File: config.mk
export PLATFORM = sky130hd
export DESIGN_NAME = adc_mon_sched
export DESIGN_NICKNAME = d
export VERILOG_FILES = /design/src/rtl/adc_mon_pkg.sv /design/src/rtl/adc_ema_filter.sv /design/src/rtl/adc_mon_sched.sv
export SDC_FILE = /design/constraint.sdc
export NUM_CORES = 1
export LEC_CHECK = 0
export BUFFER_PORTS_ARGS = -buffer_cell sky130_fd_sc_hd__buf_2
export CORE_MARGIN = 2
export CORE_UTILIZATION = 52
export CTS_CLUSTER_DIAMETER = 30
export DETAILED_ROUTE_END_ITERATION = 10
export PLACE_DENSITY = 0.82
export SLEW_MARGIN = 20
export SYNTH_ARGS = -nofsm -noshare
export SYNTH_HDL_FRONTEND = slang
export SYNTH_SLANG_ARGS = --single-unit
File: constraint.sdc
create_clock -name clk -period 4.6 [get_ports clk]
set_clock_uncertainty 0.2 [all_clocks]
set_input_delay 0.69 -clock clk [delete_from_list [all_inputs] [get_ports clk]]
set_output_delay 0.69 -clock clk [all_outputs]
set_load 0.02 [all_outputs]
File: src/rtl/adc_mon_pkg.sv
// adc_mon_pkg: shared types and constants for the ADC monitor scheduler.
//   adc_state_e  - scheduler state encoding
//   TEMP / VCC   - ADC controller channel addresses for the two debug reads
//   round_len()  - cycles from TEMP_RD entry to the end of DONE
package adc_mon_pkg;

   typedef enum logic [2:0] {
      IDLE      = 3'd0,
      TEMP_RD   = 3'd1,
      TEMP_WAIT = 3'd2,
      VOLT_RD   = 3'd3,
      VOLT_WAIT = 3'd4,
      DONE      = 3'd5
   } adc_state_e;

   localparam logic [7:0] TEMP = 8'h40;
   localparam logic [7:0] VCC  = 8'h41;

   function automatic int round_len(input int rd_pulse_w, input int capture_dly);
      return 2 * (rd_pulse_w + capture_dly) + 1;
   endfunction

endpackage

File: src/rtl/adc_ema_filter.sv
// adc_ema_filter: per-channel exponential moving average.
//   clk, rst_n  - clock, synchronous active-low reset (also clears primed)
//   upd_i       - one-cycle strobe: fold sample_i into the average
//   sample_i    - new sample
//   avg_o       - filtered value (registered)
// The first update after reset loads the sample directly so the filter does
// not have to crawl up from zero.
module adc_ema_filter #(
   parameter int DATA_W   = 16,
   parameter int AVG_LOG2 = 3
) (
   input  logic              clk,
   input  logic              rst_n,
   input  logic              upd_i,
   input  logic [DATA_W-1:0] sample_i,
   output logic [DATA_W-1:0] avg_o
);

   logic                primed_q, primed_d;
   logic [DATA_W-1:0]   avg_q, avg_d;
   logic signed [DATA_W:0] diff;
   logic signed [DATA_W:0] step;
   logic [DATA_W-1:0]   avg_upd;

   always_comb begin
      // One extra bit keeps the difference exact; the sum always lands
      // between avg and sample, so truncation back to DATA_W is lossless.
      diff    = $signed({1'b0, sample_i}) - $signed({1'b0, avg_q});
      step    = diff >>> AVG_LOG2;
      avg_upd = DATA_W'($unsigned({1'b0, avg_q}) + $unsigned(step));
      avg_d    = avg_q;
      primed_d = primed_q;
      if (upd_i) begin
         avg_d    = primed_q ? avg_upd : sample_i;
         primed_d = 1'b1;
      end
   end

   always_ff @(posedge clk) begin
      if (!rst_n) begin
         avg_q    <= '0;
         primed_q <= 1'b0;
      end else begin
         avg_q    <= avg_d;
         primed_q <= primed_d;
      end
   end

   assign avg_o = avg_q;

endmodule

File: src/rtl/adc_mon_sched.sv
// adc_mon_sched: periodic temperature/voltage read scheduler for the ADC
// read controller, with per-channel EMA filtering and sticky alarms.
//   clk, rst_n            - clock, synchronous active-low reset
//   enable                - allow periodic rounds every PERIOD_CYC cycles
//   force_rd              - one-cycle request for an immediate round
//   alarm_clr             - clears both sticky alarms (a same-cycle set wins)
//   temp_hi_thr           - temperature high threshold
//   volt_lo_thr/_hi_thr   - voltage window
//   pdata                 - result returned by the ADC read controller
//   dbg_temp_rd/_volt_rd  - read request lines to the ADC controller
//   temp_raw/volt_raw     - last captured codes
//   temp_avg/volt_avg     - filtered codes
//   temp_alarm/volt_alarm - sticky threshold alarms
//   sample_valid          - one-cycle strobe in the DONE cycle
//   busy                  - high while a round is in progress
//
// state     | meaning
// ----------+-----------------------------------------------
// IDLE      | waiting for a periodic or forced trigger
// TEMP_RD   | temperature request held high RD_PULSE_W cycles
// TEMP_WAIT | CAPTURE_DLY cycles, pdata captured on the last
// VOLT_RD   | voltage request held high RD_PULSE_W cycles
// VOLT_WAIT | CAPTURE_DLY cycles, pdata captured on the last
// DONE      | strobe sample_valid, evaluate alarms
module adc_mon_sched
   import adc_mon_pkg::*;
#(
   parameter int PERIOD_CYC  = 1000000,
   parameter int RD_PULSE_W  = 4,
   parameter int CAPTURE_DLY = 16,
   parameter int AVG_LOG2    = 3,
   parameter int DATA_W      = 16
) (
   input  logic              clk,
   input  logic              rst_n,
   input  logic              enable,
   input  logic              force_rd,
   input  logic              alarm_clr,
   input  logic [DATA_W-1:0] temp_hi_thr,
   input  logic [DATA_W-1:0] volt_lo_thr,
   input  logic [DATA_W-1:0] volt_hi_thr,
   input  logic [DATA_W-1:0] pdata,
   output logic              dbg_temp_rd,
   output logic              dbg_volt_rd,
   output logic [DATA_W-1:0] temp_raw,
   output logic [DATA_W-1:0] volt_raw,
   output logic [DATA_W-1:0] temp_avg,
   output logic [DATA_W-1:0] volt_avg,
   output logic              temp_alarm,
   output logic              volt_alarm,
   output logic              sample_valid,
   output logic              busy
);

   localparam int TMR_MAX = (RD_PULSE_W > CAPTURE_DLY) ? RD_PULSE_W : CAPTURE_DLY;
   localparam int TMR_W   = (TMR_MAX > 1) ? $clog2(TMR_MAX) : 1;
   localparam int CNT_W   = (PERIOD_CYC > 1) ? $clog2(PERIOD_CYC) : 1;

   localparam logic [TMR_W-1:0] RD_LOAD  = TMR_W'(RD_PULSE_W - 1);
   localparam logic [TMR_W-1:0] CAP_LOAD = TMR_W'(CAPTURE_DLY - 1);
   localparam logic [CNT_W-1:0] CNT_LAST = CNT_W'(PERIOD_CYC - 1);

   adc_state_e        state_q, state_d;
   logic [TMR_W-1:0]  tmr_q, tmr_d;
   logic [CNT_W-1:0]  cnt_q, cnt_d;
   logic              pend_q, pend_d;
   logic              trig, start;
   logic              temp_cap, volt_cap;

   logic              dbg_temp_rd_q, dbg_temp_rd_d;
   logic              dbg_volt_rd_q, dbg_volt_rd_d;
   logic              busy_q, busy_d;
   logic              valid_q, valid_d;
   logic              temp_alarm_q, temp_alarm_d;
   logic              volt_alarm_q, volt_alarm_d;
   logic [DATA_W-1:0] temp_raw_q, temp_raw_d;
   logic [DATA_W-1:0] volt_raw_q, volt_raw_d;
   logic [DATA_W-1:0] temp_avg_w, volt_avg_w;

   // Period counter and one-deep pending trigger. A trigger seen while IDLE
   // starts the round directly, so the first periodic round enters TEMP_RD
   // PERIOD_CYC cycles after enable rises; triggers while busy coalesce.
   always_comb begin
      trig   = enable && (cnt_q == CNT_LAST);
      cnt_d  = '0;
      if (enable && !trig)
         cnt_d = cnt_q + 1'b1;
      start  = (state_q == IDLE) && (pend_q || trig || force_rd);
      pend_d = start ? 1'b0 : (pend_q || trig || force_rd);
   end

   // State register
   always_ff @(posedge clk) begin
      if (!rst_n) begin
         state_q <= IDLE;
         tmr_q   <= '0;
         cnt_q   <= '0;
         pend_q  <= 1'b0;
      end else begin
         state_q <= state_d;
         tmr_q   <= tmr_d;
         cnt_q   <= cnt_d;
         pend_q  <= pend_d;
      end
   end

   // Next-state logic; the down-counter's terminal count ends each phase
   always_comb begin
      state_d  = state_q;
      tmr_d    = tmr_q;
      temp_cap = 1'b0;
      volt_cap = 1'b0;
      case (state_q)
         IDLE: begin
            if (start) begin
               state_d = TEMP_RD;
               tmr_d   = RD_LOAD;
            end
         end
         TEMP_RD: begin
            if (tmr_q == '0) begin
               state_d = TEMP_WAIT;
               tmr_d   = CAP_LOAD;
            end else begin
               tmr_d = tmr_q - 1'b1;
            end
         end
         TEMP_WAIT: begin
            if (tmr_q == '0) begin
               temp_cap = 1'b1;
               state_d  = VOLT_RD;
               tmr_d    = RD_LOAD;
            end else begin
               tmr_d = tmr_q - 1'b1;
            end
         end
         VOLT_RD: begin
            if (tmr_q == '0) begin
               state_d = VOLT_WAIT;
               tmr_d   = CAP_LOAD;
            end else begin
               tmr_d = tmr_q - 1'b1;
            end
         end
         VOLT_WAIT: begin
            if (tmr_q == '0) begin
               volt_cap = 1'b1;
               state_d  = DONE;
            end else begin
               tmr_d = tmr_q - 1'b1;
            end
         end
         DONE: begin
            state_d = IDLE;
         end
         default: begin
            state_d = IDLE;
         end
      endcase
   end

   // Output logic. Strobes are decoded from the next state so the registered
   // outputs line up with the state they describe.
   always_comb begin
      dbg_temp_rd_d = (state_d == TEMP_RD);
      dbg_volt_rd_d = (state_d == VOLT_RD);
      busy_d        = (state_d != IDLE);
      valid_d       = (state_d == DONE);
      temp_raw_d    = temp_cap ? pdata : temp_raw_q;
      volt_raw_d    = volt_cap ? pdata : volt_raw_q;

      temp_alarm_d = temp_alarm_q;
      if (alarm_clr)
         temp_alarm_d = 1'b0;
      if ((state_q == DONE) && (temp_avg_w > temp_hi_thr))
         temp_alarm_d = 1'b1;

      volt_alarm_d = volt_alarm_q;
      if (alarm_clr)
         volt_alarm_d = 1'b0;
      if ((state_q == DONE) &&
          ((volt_avg_w < volt_lo_thr) || (volt_avg_w > volt_hi_thr)))
         volt_alarm_d = 1'b1;
   end

   always_ff @(posedge clk) begin
      if (!rst_n) begin
         dbg_temp_rd_q <= 1'b0;
         dbg_volt_rd_q <= 1'b0;
         busy_q        <= 1'b0;
         valid_q       <= 1'b0;
         temp_alarm_q  <= 1'b0;
         volt_alarm_q  <= 1'b0;
         temp_raw_q    <= '0;
         volt_raw_q    <= '0;
      end else begin
         dbg_temp_rd_q <= dbg_temp_rd_d;
         dbg_volt_rd_q <= dbg_volt_rd_d;
         busy_q        <= busy_d;
         valid_q       <= valid_d;
         temp_alarm_q  <= temp_alarm_d;
         volt_alarm_q  <= volt_alarm_d;
         temp_raw_q    <= temp_raw_d;
         volt_raw_q    <= volt_raw_d;
      end
   end

   adc_ema_filter #(
      .DATA_W   (DATA_W),
      .AVG_LOG2 (AVG_LOG2)
   ) u_temp_ema (
      .clk      (clk),
      .rst_n    (rst_n),
      .upd_i    (temp_cap),
      .sample_i (pdata),
      .avg_o    (temp_avg_w)
   );

   adc_ema_filter #(
      .DATA_W   (DATA_W),
      .AVG_LOG2 (AVG_LOG2)
   ) u_volt_ema (
      .clk      (clk),
      .rst_n    (rst_n),
      .upd_i    (volt_cap),
      .sample_i (pdata),
      .avg_o    (volt_avg_w)
   );

   assign dbg_temp_rd  = dbg_temp_rd_q;
   assign dbg_volt_rd  = dbg_volt_rd_q;
   assign temp_raw     = temp_raw_q;
   assign volt_raw     = volt_raw_q;
   assign temp_avg     = temp_avg_w;
   assign volt_avg     = volt_avg_w;
   assign temp_alarm   = temp_alarm_q;
   assign volt_alarm   = volt_alarm_q;
   assign sample_valid = valid_q;
   assign busy         = busy_q;

endmodule

## Word level (Yosys, flattened, before mapping)

Cells that the tools add are included.
Widths: inputs -> output; s select.

| word-level totals | value |
|---|---|
| register bits | 100 |
| input bits | 69 |
| logic and storage cells | 75 |

| cells by class | value |
|---|---|
| add/sub/neg operators | 6 |
| order comparisons | 3 |
| eq/ne operators | 11 |
| multiplexer cells | 19 |
| bitwise operators | 1 |
| reduce and logical (&&, ||, !) cells | 19 |

Operators with widths:

| cell | number |
|---|---|
| $sub 16x16->17 | 2 |
| $add 16x16->16 | 2 |
| $gt 16x16->1 | 2 |
| $mux 16 | 2 |
| $add 20x1->20 const B | 1 |
| $eq 20x20->1 const B | 1 |
| $lt 16x16->1 | 1 |
| $mux 4 | 4 |
| $pmux 4 s4 | 1 |
| $mux 3 | 5 |
| $pmux 3 s5 | 1 |
| $eq 3x2->1 const B | 3 |
| $eq 3x3->1 const B | 3 |
| $eq 3x1->1 const B | 2 |
| $mux 1 | 6 |
| $logic_and 1x1->1 | 5 |
| $logic_not 4->1 | 1 |
| $ne 2x2->1 const B | 2 |
| $reduce_bool 2->1 | 2 |
| $reduce_bool 4->1 | 1 |
| $reduce_or 2->1 | 2 |
| $sub 4x1->4 const B | 1 |
| $logic_not 3->1 | 1 |
| $logic_or 1x1->1 | 3 |
| 5 further kinds | 5 |

## Depth between registers and ports, before layout

| logic depth | value |
|---|---|
| depth after elaboration | 8 |
| depth in mapped cells | 20 |

## Modules after synthesis

From an unflattened synthesis, not the netlist that was laid out.

| unflattened totals | value |
|---|---|
| cells, all modules | 1,017 |
| area, all modules | 8,239.2 sq um |

Modules (own cells, without submodules):

| module | instances | cells each | area an instance (sq um) |
|---|---|---|---|
| adc_mon_sched | 1 | 487 | 4,042.6 |
| adc_ema_filter at u_temp_ema | 1 | 266 | 2,127.0 |
| adc_ema_filter at u_volt_ema | 1 | 264 | 2,069.5 |

## Worst setup path after synthesis

OpenSTA, ideal clock, no wires.

| timing path | value |
|---|---|
| path kind | input-to-reg |
| from | in pdata[2] |
| to | reg u_volt_ema.avg_q[15], in the netlist u_volt_ema.avg_o[15] |
| library setup time | 67 ps |
| data arrival time | 3,954 ps |
| setup slack | 378 ps |
| stages on the path | 18 |
| path buffers | 0 |
| cell sequence | ha_1 -> a21oi_2 -> o21ai_2 -> a41o_1 -> a41o_1 -> a41oi_2 -> a21boi_0 -> o21a_1 -> nor2_1 -> xnor2_1 -> ha_1 -> and3_1 -> a31oi_1 -> o2111ai_1 -> o211ai_1 -> xnor2_1 -> mux2_1 -> a21oi_2 |

| between the ends | value |
|---|---|
| longest elaborated chain between the ends | 3 |

Ends and longest elaborated chain:

| element | RTL line | source |
|---|---|---|
| start, declared | adc_mon_sched.sv:42 | `input logic [DATA_W-1:0] pdata,` |
| $sub 16x16->17 | adc_ema_filter.sv:28 | `diff = $signed({1'b0, sample_i}) - $signed({1'b0, avg_q});` |
| $add 16x16->16 | adc_ema_filter.sv:30 | `avg_upd = DATA_W'($unsigned({1'b0, avg_q}) + $unsigned(step));` |
| $mux 16 | adc_ema_filter.sv:34 | `avg_d = primed_q ? avg_upd : sample_i;` |
| end signal, assigned | adc_ema_filter.sv:44 | `avg_q <= avg_d;` |
| end, declared | adc_ema_filter.sv:20 | `logic [DATA_W-1:0] avg_q, avg_d;` |

No other way between the ends.
A chain may end at the register's enable or synchronous reset.

## Worst setup path in the final report

Ends and elaborated chain as after synthesis.

==> metrics.yaml <==
ioPinCount: 139
fin_cells: 1312
clk_latency_ps: 350
viasPerCell: 5.62
clockBufferDepth: 2
final_cell_area_um2: 9000
drive_gt1_share_pct: 16.0
grt_usage_pct: 24.6
fin_crit_sh_pct: 92.4
reg2regPathDepth: 19
synth_area_per_cell_um2: 7.82
rsz0062_at_grt: "no"
drt_iter0_markers: 434
worstSetupPathType: "in -> reg"
drt-pass1-iter-count: 5
grt_max_degree: 41
cp_max_fo: 6
numCtsBuffers: 9
yosys_register_bits: 100
synth_area_um2: 7780
synth_top_area_share_pct: 25.7
drt-total-wl_um: 19600
seq_area_frac_synth_pct: 25.7
leakage_nw: 4.23
max_cap_violations: 0
netlist_top_cells_area: "dfxtp_1 26%, ha_1 18%, a21oi_1 5.7%, nand2_1 5.4%, inv_1 4.5%"
finalMaxSlewViolations: 0
place_area_um2: 8680
cp-start-kind: "input pin"
vias: 7368
nNetsFinal: 1309
dr.max_layer_used: "met4"
cp.required_ps: 4690
fp.dieH_um: 126
cts-root-buf: "clkbuf_16"
max_freq_mhz: 235
hold_depth: 2
start_util_pct: 53.3
fillCellCount: 1274
rrSetupSlack_ps: 360
ys.flop_type: "dfxtp_1"
setup-tns-final_ps: 0
gp_congestion: 0.980
vdd_ir_drop_max_mv: 0.209
drcViolationCount: 0
post-synth-top-count-cell: "ha_1"
cts.sinks: 100
syn_nets: 1181
synthCells: 995
coreArea_um2: 14600
fin_util_pct: 61.7
grt_pass1_wl_um: 32400
min_period_ps: 4250
hpwl_um: 15200
synth.distinct_cells: 58
wl_met1_um: 8550
die_width_um: 126
status: "finished clean"
io_buffers: 138
synth_common_cells: "115 x ha_1, 111 x nand2_1, 100 x dfxtp_1"
antenna_found_initial: 1
crit_arrival_ps: 4340
diodes: 0
async_flop_share_pct: 0
min-delay-start: "temp_raw[1]$_SDFFE_PN0P_"
cts_max_level: 3
die_area_um2: 16000
wl_met3_um: 1190
setup_viol: 0
yosysWarnings: 0
end_kind: "flip-flop"
p_per_area_nw_per_um2: 267
grt-ovfl-total: 0
cts_tree: "done"
wl_per_cell_um: 15.0
area_growth_pct: 15.7
ant_nets: 0
worst_pin_slew_ps: 1160
met2WireLength_um: 9460
clk_pin_slew_worst_paths_ps: 70
power.total_mw: 2.41
synth_edf_count: 0
slew_headroom_pct: 22.8
hold_viol_final: 0
r2r-start: "u_volt_ema.avg_o[4]$_SDFFE_PN0P_"
hold-path-endpoint: "temp_raw[1]$_SDFFE_PN0P_"
dp.cells: 1296
cts_hold_buf: 0
hold_path_class: "reg -> reg"
grt_pass1_vias: 6979
rows: 44
yosysTopAreaCell: "dfxtp_1"
reg2reg_to: "u_volt_ema.avg_o[15]$_SDFFE_PN0P_"
-- placed cells by master, fill, tap and decap left out, types with 4 or more instances in the layout --
cell type	n
buf_2	138
dfxtp_1	98
o211ai_1	8
nand4_1	14
inv_1	93
nor2_1	88
nand2_1	111
clkbuf_16	9
a221oi_1	4
a211oi_1	26
a31oi_1	6
xor2_1	30
a21o_1	32
a21oi_1	89
xnor2_1	36
and3_1	5
nand2b_1	6
nand3_1	29
o21bai_1	8
mux2i_1	21
nor3_1	14
o21ai_0	43
nor2b_1	15
buf_4	11
o21a_1	16
ha_1	115
-- stage by stage --
| stage | setup slack (ps) | hold slack (ps) |
|---|---|---|
| 2_1_floorplan | 378 | 230 |
| 3_3_place_gp | 129 | 239 |
| 3_5_place_dp | -43.5 | 242 |
| 4_1_cts | 245 | 252 |
| 5_1_grt | 2.58 | 269 |
| 6_report | 350 | 250 |
-- cells by family after synthesis --
family,after synthesis,synth area share (%)
AO/OA/AOI/OAI,261,21.5
XOR/XNOR,66,7.43
adder cells (fa/ha/maj),117,19.0
buffers and inverters,127,6.13
flip-flops,100,25.7
multiplexers,22,2.85
AND/OR/NAND/NOR,302,17.4
-- what timing repair did --
item	CTS	global route
endpoints found under the hold margin	0	0
gates resized for setup	0	3
setup buffers	0	0
setup endpoints to repair	0	3
-- report_power, final --
group / leakage (nW) / switching [mW] / internal, mW
Sequential: 0.809 / 0.0410 / 0.897
Combinational: 3.26 / 0.372 / 0.269
Clock: 0.160 / 0.335 / 0.494
-- final cells by class --
cell class                 count  area (um^2)  share of cell area, %
sequential                   100         2000                   22.3
clock buffer                  11          243                   2.70
inverter                      95          357                   3.96
clock inverter                 5         82.6                  0.917
tap                          184          230                   2.56
multi-input combinational    768         5310                   59.0
timing repair buffer         149          773                   8.59
-- state kept, by name, summed over array words and instances, names as in the netlist, 3 cells and up --
register,count
u_temp_ema.avg_o,16
state_q,3
u_volt_ema.avg_o,16
cnt_q,20
temp_raw,16
volt_raw,16
tmr_q,4
-- worst max path at each step --
stage,endpoint,slack (ps),from
2_1_floorplan,u_volt_ema.avg_o[15]$_SDFFE_PN0P_,380,pdata[2]
3_3_place_gp,u_volt_ema.avg_o[15]$_SDFFE_PN0P_,130,pdata[2]
3_5_place_dp,u_volt_ema.avg_o[15]$_SDFFE_PN0P_,-40,pdata[2]
4_1_cts,u_volt_ema.avg_o[15]$_SDFFE_PN0P_,250,u_volt_ema.avg_o[1]$_SDFFE_PN0P_
5_1_grt,u_volt_ema.avg_o[15]$_SDFFE_PN0P_,3,u_volt_ema.avg_o[4]$_SDFFE_PN0P_
6_report,u_volt_ema.avg_o[15]$_SDFFE_PN0P_,350,pdata[2]
-- per-layer routing --
| layer | vias up | global-route usage, % |
|---|---|---|
| met5 | - | 0 |
| met3 | 39 | 5.27 |
| met2 | 200 | 42.8 |
| met4 | 0 | 8.40 |
| li1 | 3739 | - |
| met1 | 3390 | 30.1 |
-- critical path: stages --
cell and delay, ps:
buf_2 110, ha_1 310, a21oi_2 150, o21ai_2 80, a41o_1 290, a41o_1 260
a41oi_2 240, a21boi_1 140, o21a_1 200, nor2_1 110, xnor2_1 80, ha_1 380
and3_1 210, nand3_1 90, o2111ai_1 190, o211ai_1 130, xnor2_1 190, mux2_1 350
a21oi_2 110
Power figures use the tool's default switching activity.
